### config.mk
export PLATFORM = sky130hd
export DESIGN_NAME = pll_reset_seq
export DESIGN_NICKNAME = d
export VERILOG_FILES = /design/src/rtl/pll_reset_seq.sv
export SDC_FILE = /design/constraint.sdc
export NUM_CORES = 1
export LEC_CHECK = 0
export CAP_MARGIN = 10
export CORE_MARGIN = 3
export CORE_UTILIZATION = 52
export CTS_CLUSTER_SIZE = 40
export DETAILED_ROUTE_END_ITERATION = 6
export PLACE_DENSITY = 0.78
export SYNTH_ARGS = -nofsm -noshare
export SYNTH_HDL_FRONTEND = slang
export SYNTH_SLANG_ARGS = --single-unit
### constraint.sdc
create_clock -name clk -period 2.6 [get_ports clk]
set_clock_uncertainty 0.2 [all_clocks]
set_input_delay 0.39 -clock clk [delete_from_list [all_inputs] [get_ports clk]]
set_output_delay 0.39 -clock clk [all_outputs]
set_load 0.1 [all_outputs]
### src/rtl/pll_reset_seq.sv
// PLL bring-up and supervision sequencer: drives PLL RST / RSTODIV_PHASE, qualifies LOCK,
// releases staggered per-channel resets, retries failed locks and relocks on loss of lock.
module pll_reset_seq #(
    parameter int NUM_OUT          = 3,
    parameter int RST_HOLD_CYC     = 16,
    parameter int LOCK_STABLE_CYC  = 256,
    parameter int LOCK_TIMEOUT_CYC = 65535,
    parameter int RSTODIV_CYC      = 8,
    parameter int STAGGER_CYC      = 4,
    parameter int MAX_RETRY        = 3,
    parameter int LOSS_FILT_CYC    = 4
) (
    input  logic               clk,
    input  logic               rst_n,
    input  logic               pll_lock,
    input  logic               restart,
    output logic               pll_rst,
    output logic               rstodiv,
    output logic [NUM_OUT-1:0] out_rst_n,
    output logic               ready,
    output logic               fault,
    output logic [3:0]         retry_cnt,
    output logic [7:0]         lock_lost_cnt
);

    localparam int HOLD_W = $clog2(RST_HOLD_CYC + 1);
    localparam int STAB_W = $clog2(LOCK_STABLE_CYC + 1);
    localparam int TO_W   = $clog2(LOCK_TIMEOUT_CYC + 1);
    localparam int ODIV_W = $clog2(RSTODIV_CYC + 1);
    localparam int REL_CYC = STAGGER_CYC * NUM_OUT;
    localparam int REL_W  = $clog2(REL_CYC + 1);
    localparam int FILT_W = $clog2(LOSS_FILT_CYC + 1);

    typedef enum logic [2:0] {
        S_RESET_PLL,
        S_WAIT_LOCK,
        S_ODIV_ALIGN,
        S_RELEASE,
        S_RUN,
        S_FAULT
    } state_e;

    state_e state, state_nxt;

    logic              lock_meta, lock_s;
    logic [HOLD_W-1:0] hold_cnt, hold_nxt;
    logic [STAB_W-1:0] stable_cnt, stable_nxt;
    logic [TO_W-1:0]   timeout_cnt, timeout_nxt;
    logic [ODIV_W-1:0] odiv_cnt, odiv_nxt;
    logic [REL_W-1:0]  rel_cnt, rel_nxt, rel_inc;
    logic [FILT_W-1:0] filt_cnt, filt_nxt;

    logic               pll_rst_nxt, rstodiv_nxt, ready_nxt, fault_nxt;
    logic [NUM_OUT-1:0] out_rst_n_nxt;
    logic [3:0]         retry_nxt;
    logic [7:0]         lost_nxt;
    logic               loss;

    // pll_lock comes from the PLL's own analogue loop, so it is resynchronised before use.
    always_ff @(posedge clk or negedge rst_n) begin
        if (!rst_n) begin
            lock_meta <= 1'b0;
            lock_s    <= 1'b0;
        end else begin
            // NOTE: non-blocking assignments keep each flop sampling the pre-edge value.
            lock_meta <= pll_lock;
            lock_s    <= lock_meta;
        end
    end

    always_ff @(posedge clk or negedge rst_n) begin
        if (!rst_n) begin
            state         <= S_RESET_PLL;
            hold_cnt      <= '0;
            stable_cnt    <= '0;
            timeout_cnt   <= '0;
            odiv_cnt      <= '0;
            rel_cnt       <= '0;
            filt_cnt      <= '0;
            pll_rst       <= 1'b1;
            rstodiv       <= 1'b1;
            out_rst_n     <= '0;
            ready         <= 1'b0;
            fault         <= 1'b0;
            retry_cnt     <= '0;
            lock_lost_cnt <= '0;
        end else begin
            state         <= state_nxt;
            hold_cnt      <= hold_nxt;
            stable_cnt    <= stable_nxt;
            timeout_cnt   <= timeout_nxt;
            odiv_cnt      <= odiv_nxt;
            rel_cnt       <= rel_nxt;
            filt_cnt      <= filt_nxt;
            pll_rst       <= pll_rst_nxt;
            rstodiv       <= rstodiv_nxt;
            out_rst_n     <= out_rst_n_nxt;
            ready         <= ready_nxt;
            fault         <= fault_nxt;
            retry_cnt     <= retry_nxt;
            lock_lost_cnt <= lost_nxt;
        end
    end

    always_comb begin
        // NOTE: every combinational output gets a default first so no path infers a latch.
        state_nxt     = state;
        hold_nxt      = '0;
        stable_nxt    = '0;
        timeout_nxt   = '0;
        odiv_nxt      = '0;
        rel_nxt       = '0;
        filt_nxt      = '0;
        pll_rst_nxt   = 1'b1;
        rstodiv_nxt   = 1'b1;
        out_rst_n_nxt = '0;
        ready_nxt     = 1'b0;
        fault_nxt     = 1'b0;
        retry_nxt     = retry_cnt;
        lost_nxt      = lock_lost_cnt;
        rel_inc       = rel_cnt + 1'b1;
        loss          = !lock_s && (filt_cnt == FILT_W'(LOSS_FILT_CYC - 1));

        if (restart) begin
            state_nxt = S_RESET_PLL;
            retry_nxt = '0;
        end else begin
            case (state)
                S_RESET_PLL: begin
                    if (hold_cnt == HOLD_W'(RST_HOLD_CYC - 1)) begin
                        state_nxt   = S_WAIT_LOCK;
                        pll_rst_nxt = 1'b0;
                    end else begin
                        hold_nxt = hold_cnt + 1'b1;
                    end
                end
                S_WAIT_LOCK: begin
                    // A lock qualifying on the timeout cycle still counts as a lock.
                    if (lock_s && (stable_cnt == STAB_W'(LOCK_STABLE_CYC - 1))) begin
                        state_nxt   = S_ODIV_ALIGN;
                        pll_rst_nxt = 1'b0;
                    end else if (timeout_cnt == TO_W'(LOCK_TIMEOUT_CYC - 1)) begin
                        if (retry_cnt == 4'(MAX_RETRY)) begin
                            state_nxt = S_FAULT;
                            fault_nxt = 1'b1;
                        end else begin
                            state_nxt = S_RESET_PLL;
                            retry_nxt = retry_cnt + 4'd1;
                        end
                    end else begin
                        pll_rst_nxt = 1'b0;
                        stable_nxt  = lock_s ? stable_cnt + 1'b1 : '0;
                        timeout_nxt = timeout_cnt + 1'b1;
                    end
                end
                S_ODIV_ALIGN: begin
                    pll_rst_nxt = 1'b0;
                    if (odiv_cnt == ODIV_W'(RSTODIV_CYC - 1)) begin
                        state_nxt   = S_RELEASE;
                        rstodiv_nxt = 1'b0;
                    end else begin
                        odiv_nxt = odiv_cnt + 1'b1;
                    end
                end
                S_RELEASE, S_RUN: begin
                    if (loss) begin
                        state_nxt = S_RESET_PLL;
                        if (lock_lost_cnt != 8'hFF) lost_nxt = lock_lost_cnt + 8'd1;
                    end else begin
                        pll_rst_nxt = 1'b0;
                        rstodiv_nxt = 1'b0;
                        filt_nxt    = lock_s ? '0 : filt_cnt + 1'b1;
                        if (state == S_RUN) begin
                            out_rst_n_nxt = '1;
                            ready_nxt     = 1'b1;
                        end else begin
                            rel_nxt = rel_inc;
                            for (int i = 0; i < NUM_OUT; i++)
                                out_rst_n_nxt[i] = (rel_inc >= REL_W'(STAGGER_CYC * (i + 1)));
                            if (rel_inc == REL_W'(REL_CYC)) begin
                                state_nxt = S_RUN;
                                ready_nxt = 1'b1;
                                retry_nxt = '0;
                                rel_nxt   = '0;
                            end
                        end
                    end
                end
                S_FAULT: begin
                    fault_nxt = 1'b1;
                end
                default: begin
                    state_nxt = S_RESET_PLL;
                end
            endcase
        end
    end

endmodule
# After elaboration in Yosys (flattened, before gate mapping)

Index checks and enable logic that the tools add are counted.

$add $sub $neg: 8
$lt $le $gt $ge: 3
Equal/unequal tests: 25
Mux-type cells: 65
Bitwise gates (word level): 1
Reductions and logical operators: 9

Operator list:

| operator                                            | count |
|---|---|
| two-way mux 16 bit                                  | 4 |
| two-way mux 4 bit                                   | 15 |
| two-way mux 3 bit                                   | 17 |
| two-way mux 9 bit                                   | 5 |
| inequality test 3 bit, second input constant        | 8 |
| adder 16 x 1 -> 16 bit, second input constant       | 1 |
| equality test 16 bit, second input constant         | 1 |
| two-way mux 1 bit                                   | 16 |
| two-way mux 5 bit                                   | 3 |
| one-hot mux 3 bit (5 select lines)                  | 1 |
| adder 4 x 1 -> 4 bit, second input constant         | 3 |
| inequality test 4 bit, second input constant        | 3 |
| adder 9 x 1 -> 9 bit, second input constant         | 1 |
| equality test 3 x 2 -> 1 bit, second input constant | 3 |
| equality test 9 x 8 -> 1 bit, second input constant | 1 |
| adder 8 x 1 -> 8 bit, second input constant         | 1 |
| >= comparator 4 bit, second input constant          | 2 |
| inequality test 8 bit, second input constant        | 1 |
| one-hot mux 4 bit (2 select lines)                  | 1 |
| AND reduction 7 bit                                 | 1 |
| equality test 3 bit, second input constant          | 2 |
| AND reduction 6 bit                                 | 1 |
| adder 5 x 1 -> 5 bit, second input constant         | 1 |
| equality test 5 x 4 -> 1 bit, second input constant | 1 |
| other kinds (16)                                    | 18 |

Flip-flop bits (word level): 65
Bits of input ports: 4
Output and inout port bits: 19
Word-level logic and storage cells: 127

# Longest topological paths before layout

Gate-level depths: netlist of the first run.

Depth in word-level cells: 7
Depth in mapped cells: 10

# Least setup slack after synthesis of the first run

Ideal clock, no wire load.

Kind: reg-to-reg
Start point: reg stable_cnt[0]
End point: reg state[0]
Setup time: 0.125 ns
Arrival time: 2.347 ns
Required time: 2.275 ns
Path slack: -0.072 ns
Cell stages (with the launch flop): 10
Path buffers: 0
Cell sequence: dfrtp_1 ha_1 nand3_1 nor2_1 and3_1 ha_1 a211oi_1 o211ai_2 o211ai_1 mux2_2

Longest elaborated chain between the ends: 5
Elaborated cells on any way between the ends: 7
Classes of those cells: eq/ne: 2; mux: 3; reduce/logical: 2

RTL lines:

| item                               | RTL line | source |
|---|---|---|
| from (decl)                        | 47       | `logic [STAB_W-1:0] stable_cnt, stable_nxt;` |
| from (signal assigned)             | 90       | `stable_cnt <= stable_nxt;` |
| equality test 9 x 8 -> 1 bit *     | 139      | `if (lock_s && (stable_cnt == STAB_W'(LOCK_STABLE_CYC - 1))) begin` |
| logical AND 1 bit *                | 139      |  |
| two-way mux 3 bit                  | 139      |  |
| one-hot mux 3 bit (5 select lines) | 128      | `case (state)` |
| two-way mux 3 bit                  | 124      | `if (restart) begin` |
| to (signal assigned)               | 88       | `state <= state_nxt;` |
| to (decl)                          | 43       | `state_e state, state_nxt;` |

Mark *: on every way between the ends. The rest lies on a longest branch, timed or not.
A chain may end at the register's enable or synchronous reset.

# Final worst setup path of the first run

Ends and elaborated chain as after synthesis.

==> results of run 1 <==
[report_power, final]
| part | total, mW | switching, mW | internal (mW) |
|---|---|---|---|
| clock network | 0.891 | 0.370 | 0.521 |
| registers | 1.09 | 0.0445 | 1.05 |
| logic | 0.253 | 0.159 | 0.0930 |
| total | 2.23 | 0.574 | 1.66 |
[timing repair]
item / in CTS / in global routing
setup endpoints to repair: 0 / 13
hold buffers: 1 / 0
hold endpoints to repair: 22 / 0
buffers inserted: 0 / 1
gates resized for setup: 0 / 4
[through the flow]
step / instance area, um^2 / TNS, ns
4_1_cts: 3729 / 0
6_report: 3754 / 0
2_1_floorplan: 3182 / 0
3_5_place_dp: 3511 / 0
5_1_grt: 3754 / -0.007367
3_3_place_gp: 3511 / 0
[worst max-delay path by stage]
stage	startpoint	end	slack, ns	depth (start not counted)
final	stable_cnt[0]$_DFF_PN0_	state[0]$_DFFE_PN0P_	0.13	10
after global routing	stable_cnt[0]$_DFF_PN0_	state[0]$_DFFE_PN0P_	-0.006	10
after CTS	stable_cnt[0]$_DFF_PN0_	retry_cnt[2]$_DFFE_PN0P_	0.02	11
after detailed placement	stable_cnt[0]$_DFF_PN0_	retry_cnt[2]$_DFFE_PN0P_	0.03	11
after global placement	stable_cnt[0]$_DFF_PN0_	retry_cnt[3]$_DFFE_PN0P_	0.15	11
after floorplan	lock_lost_cnt[0]$_DFFE_PN0P_	lock_lost_cnt[6]$_DFFE_PN0P_	0.07	6
[area by class of cell]
cell class,count,share of cell area (%)
clock buffers,14,4.600
clock inverters,2,0.9333
inverters,10,1.000
multi-input cells,224,40.00
flip-flops and latches,65,43.40
well taps,72,2.400
repair buffers,36,7.667
[cells by family after synthesis]
logic type / Yosys count
AO/OA/AOI/OAI: 37
XOR/XNOR: 32
adder cells (fa/ha/maj): 12
buffers and inverters: 18
flip-flops: 65
multiplexers: 2
AND/OR/NAND/NOR: 141
[cells in the final DEF (no fill, tap or decap), types with 5 or more instances in the layout]
cell type  instances
nor2b_1            5
nor2_1            39
buf_4             31
nor3_1             6
nand2b_1           6
dfrtp_1           63
o21ai_0           16
ha_1              11
nand4_1           10
clkbuf_8          12
and3_1             7
nand3_1           15
inv_1             10
xnor2_1           16
nor3b_1            5
and2_1             8
or3_1              5
nand2_1           18
xor2_1            16
[sequential cells by signal, summed over array words and instances, names as in the netlist]
name,cells
timeout_cnt,16
stable_cnt,9
lock_lost_cnt,8
hold_cnt,5
odiv_cnt,4
rel_cnt,4
retry_cnt,4
filt_cnt,3
out_rst_n,3
state,3
fault,1
lock_meta,1
lock_s,1
pll_rst,1
ready,1
rstodiv,1
[routing by layer]
metal,vias up,part of all wire (%)
met2,35,50
li1,1145,-
met4,0,1.5
met3,10,3.8
met5,-,0
met1,1146,44
[critical path, stage by stage (launching register included)]
cell,delay [ns]
dfrtp_1,0.40
ha_2,0.20
nand3_1,0.11
nor2_1,0.08
and3_1,0.18
ha_1,0.22
a211oi_2,0.27
buf_4,0.15
o211ai_2,0.08
o211ai_1,0.12
mux2_2,0.35
==> flow_summary.toml, run 1 <==
[placement]
dp_hpwl_um = 4216
pre_cts_ws_ns = 0.03078
placed_cells = 405
gp_congestion = 0.8360
numPortBuffers = 22

[global_routing]
grt_use_met3_pct = 5.496
grt_pass1_vias = 2341
grt_usage_pct = 19.02
met1_usage_pct = 24.17
met2_usage_pct = 31.21
grt.busiest_layer = "met2"
grt-ovfl-total = 0
grt_max_degree = 42
grt_pass1_wl_um = 10860
antenna_found_initial = 0

[clock_network]
cts.sinks = 65
root_buffer = "clkbuf_8"
tritoncts = "yes"
path_clk_slew_ns = 0.08
clockBufferDepth = 2
numCtsBuffers = 9
clkLatencyLatePin_ns = 0.35
htreeDepth = 3

[run_status]
run_status = "completed"

[worst_setup_path]
cp_max_fo = 4
setup.worst_path.class = "flip-flop to flip-flop"
r2r_start = "stable_cnt[0]$_DFF_PN0_"
end_kind = "flip-flop"
required_ns = 2.64
critPathArrivalTime_ns = 2.51
r2r.worst_path.cells = 10
r2r_slack_ns = 0.13
cp-start-kind = "flip-flop"
r2r_end = "state[0]$_DFFE_PN0P_"

[power]
ir_drop_v = 0.0003850
p_total_mw = 2.234
p_per_area_mw_per_mm2 = 595.1
leakage_nw = 1.699

[yosys]
synth_top_family_by_area = "simple AND/OR/NAND/NOR gates"
ys_warn_count = 0
synthTopCellsByArea = "dfrtp_1 (50%), ha_1 (4.7%), nor2_1 (4.6%), xnor2_1 (4.4%), xor2_1 (4.4%)"
ys_seq_area_share_pct = 51.28
synthDominantAreaCellType = "dfrtp_1"
yosys.area.top_type_share_pct = 49.63
synth_area_per_cell_um2 = 10.35
synthMuxAreaShare_pct = 0.7089
syn-num-nets = 323
synth-simple-area-share_pct = 24.73
synth_common_cells = "dfrtp_1 (63), nor2_1 (39), nand2_1 (18), o21ai_0 (17)"
ys_ff_latch = 65
synth_edf_count = 0
syn-cell-area_mm2 = 0.003177
synth_compound_area_share_pct = 7.562
synthXorXnorAreaFrac_pct = 8.822
synthArstFlopShare_pct = 100.0
syn_inst = 307
synth_fa_ha_area_share_pct = 4.726
yosysUniqueCellTypes = 47
yosysMostFrequentCell = "dfrtp_1"
ys.flop_type = "dfrtp_1"

[routing]
vias_per_cell = 5.522
first_iter_violations = 143
dr.pass1.iters = 4
vias = 2336
wl_per_cell_um = 14.60
drc_errors = 0
routed_wl_um = 6176
postRouteAntennaNets = 0

[floorplanning]
dieArea_mm2 = 0.007083
core-area_mm2 = 0.005709
io_pins = 23
die_h_um = 84.16
row_count = 27
start_util_pct = 55.64
die_w_um = 84.16

[timing]
slew_violations = 0
finalCritPeriodShare_pct = 94.94
worst_pin_slew_ns = 0.5566
setup_viol = 0
min_period_ns = 2.468
hold_viol_final = 0
fin_hold_ws_ns = 0.1620
max_clock_freq_mhz = 405.1
worst_slack_ns = 0.1315
relSlewSlack_pct = 62.50

[worst_hold_path]
min_from = "lock_meta$_DFF_PN0_"
hold_depth = 0
hold_path.class = "flip-flop to flip-flop"
worstHoldEndpoint = "lock_s$_DFF_PN0_"

[layout]
area_growth_pct = 18.16
register_area_mm2 = 0.001629
layout.nets = 362
drive_gt1_share_pct = 17.38
fillCellCount = 459
diodes = 0
post-route-util_pct = 65.75
multiInputGateArea_mm2 = 0.001501
stdcell_count = 423

[run]
cap_violations = 0
No activity file was read; power rests on OpenSTA's default activity.
==> inputs of run 2 (changes only) <==
Settings changed: SLEW_MARGIN from default to 10.
==> results of run 2 <==
The final DEF is identical to that of run 1; final timing and power are the same.
==> inputs of run 3 (changes only) <==
Settings changed: CORE_UTILIZATION 52 to 55, HOLD_SLACK_MARGIN from default to 0.08.
Clock period 2.6 ns to 2.69 ns, I/O delays scaled along.
==> run 3 against run 2 <==
Final cell count down 0.24%; utilization rose by 1.7 points; sequential cell count is the same; critical path type unchanged; largest cell class unchanged.
==> flow_summary.toml, run 3 (synthesis results as in run 1) <==
[worst_hold_path]
hold_path.class = "flip-flop to flip-flop"

[routing]
first_iter_violations = 103
wl_per_cell_um = 14.04
dr.pass1.iters = 4
drc_errors = 0
routed_wl_um = 5924
vias = 2283
postRouteAntennaNets = 0
vias_per_cell = 5.410

[global_routing]
antenna_found_initial = 0
grt-ovfl-total = 0
grt_pass1_vias = 2254
grt_max_degree = 35
grt_pass1_wl_um = 10070
grt_usage_pct = 20.08

[worst_setup_path]
cp_max_fo = 5
critPathArrivalTime_ns = 2.54
required_ns = 2.72
cp-start-kind = "flip-flop"
end_kind = "flip-flop"
setup.worst_path.class = "flip-flop to flip-flop"

[layout]
diodes = 0
area_growth_pct = 17.68
reg_top3 = "timeout_cnt x16, stable_cnt x9, lock_lost_cnt x8"
final_cell_mix = "dfrtp_1 (63), nor2_1 (39), buf_4 (30), nand2_1 (18), o21ai_0 (17)"
drive_gt1_share_pct = 16.57
layout.nets = 361
regMostFlops = "timeout_cnt"
post-route-util_pct = 67.48
largest_reg_flops = 16
finish.instance_area_mm2 = 0.003739
mostFrequentLayoutCell = "dfrtp_1"

[floorplanning]
core-area_mm2 = 0.005540
start_util_pct = 57.34
io_pins = 23
die_w_um = 82
dieArea_mm2 = 0.006724
row_count = 27
die_h_um = 82

[clock_network]
cts.sinks = 65
path_clk_slew_ns = 0.07
cts_setup_buffers = 0
htreeDepth = 3
clockBufferDepth = 2
tritoncts = "yes"
numCtsBuffers = 9
clkLatencyLatePin_ns = 0.34
root_buffer = "clkbuf_8"

[run]
cap_violations = 0

[timing]
setup_viol = 0
hold_viol_final = 0
relSlewSlack_pct = 51.90
min_period_ns = 2.506
slew_violations = 0
worst_pin_slew_ns = 0.7216
max_clock_freq_mhz = 399.0
finalSetupTns_ns = 0
rsz0062_at_grt = "false"
finalCritPeriodShare_pct = 93.17

[placement]
gp_congestion = 0.8377
numPortBuffers = 22
dp_hpwl_um = 4202
place_area_mm2 = 0.003506

[power]
p_per_area_mw_per_mm2 = 575.3
ir_drop_v = 0.0004720
leakage_nw = 1.697

[run_status]
run_status = "completed"
[run 3: cell count changes in the layout (fill, tap and decap cells not counted), sizes merged]
cell	delta
buf	-1
[run 3: final timing paths]
| kind | to | start | cells after the start | slack [ns] |
|---|---|---|---|---|
| max in group asynchronous | pll_rst$_DFF_PN1_ | rst_n | 3 | 1.15 |
| min in group asynchronous | lock_lost_cnt[3]$_DFFE_PN0P_ | rst_n | 2 | 0.45 |
| worst max register to register | state[0]$_DFFE_PN0P_ | stable_cnt[0]$_DFF_PN0_ | 10 | 0.18 |
| worst min-delay path | lock_s$_DFF_PN0_ | lock_meta$_DFF_PN0_ | 0 | 0.17 |
| worst max-delay path | state[0]$_DFFE_PN0P_ | stable_cnt[0]$_DFF_PN0_ | 10 | 0.18 |
| worst min register to register | lock_s$_DFF_PN0_ | lock_meta$_DFF_PN0_ | 0 | 0.17 |
[run 3: cell type report]
type / instances / area, um^2
fill: 434 / 1802
inverter: 10 / 37.54
clock buffer: 14 / 172.7
tap: 72 / 90.09
multi-input combinational: 224 / 1494
timing repair buffer: 35 / 280.3
clock inverter: 2 / 35.03
sequential: 65 / 1629
[run 3: repair_timing]
| item | in CTS | in global routing |
|---|---|---|
| endpoints found under the setup margin | 0 | 4 |
| resized for setup | 0 | 2 |
| hold buffers | 1 | 0 |
| hold endpoints to repair | 31 | 0 |
[run 3: worst max-delay path, stage by stage (launching register included)]
cell      delay [ns]
dfrtp_1         0.41
ha_1            0.23
nand3_1         0.13
nor2_1          0.08
and3_1          0.18
ha_1            0.21
a211oi_1        0.21
buf_4           0.18
o211ai_2        0.10
o211ai_1        0.12
mux2_2          0.35
[run 3: layer usage]
| layer | wire [um] | share of wire (%) | GRT usage [%] |
|---|---|---|---|
| met1 | 2590 | 44 | 23.63 |
| met2 | 2996 | 51 | 33.60 |
| met3 | 252 | 4.3 | 7.127 |
| met4 | 84 | 1.4 | 7.641 |
| met5 | 0 | 0 | 0 |
[run 3: stage by stage]
stage	cells	setup WS [ns]	power [mW]	hold WS, ns
2_1_floorplan	307	0.01803	1.214	-0.09209
3_3_place_gp	405	0.2443	1.305	0.1496
3_5_place_dp	405	0.1690	1.313	0.1536
4_1_cts	422	0.1548	2.166	0.1686
5_1_grt	422	0.01715	2.243	0.1734
6_report	422	0.1837	2.151	0.1655
[run 3: report_power, final]
group | switching [mW] | internal, mW
logic | 0.159 | 0.0894
clock network | 0.348 | 0.503
registers | 0.0399 | 1.01
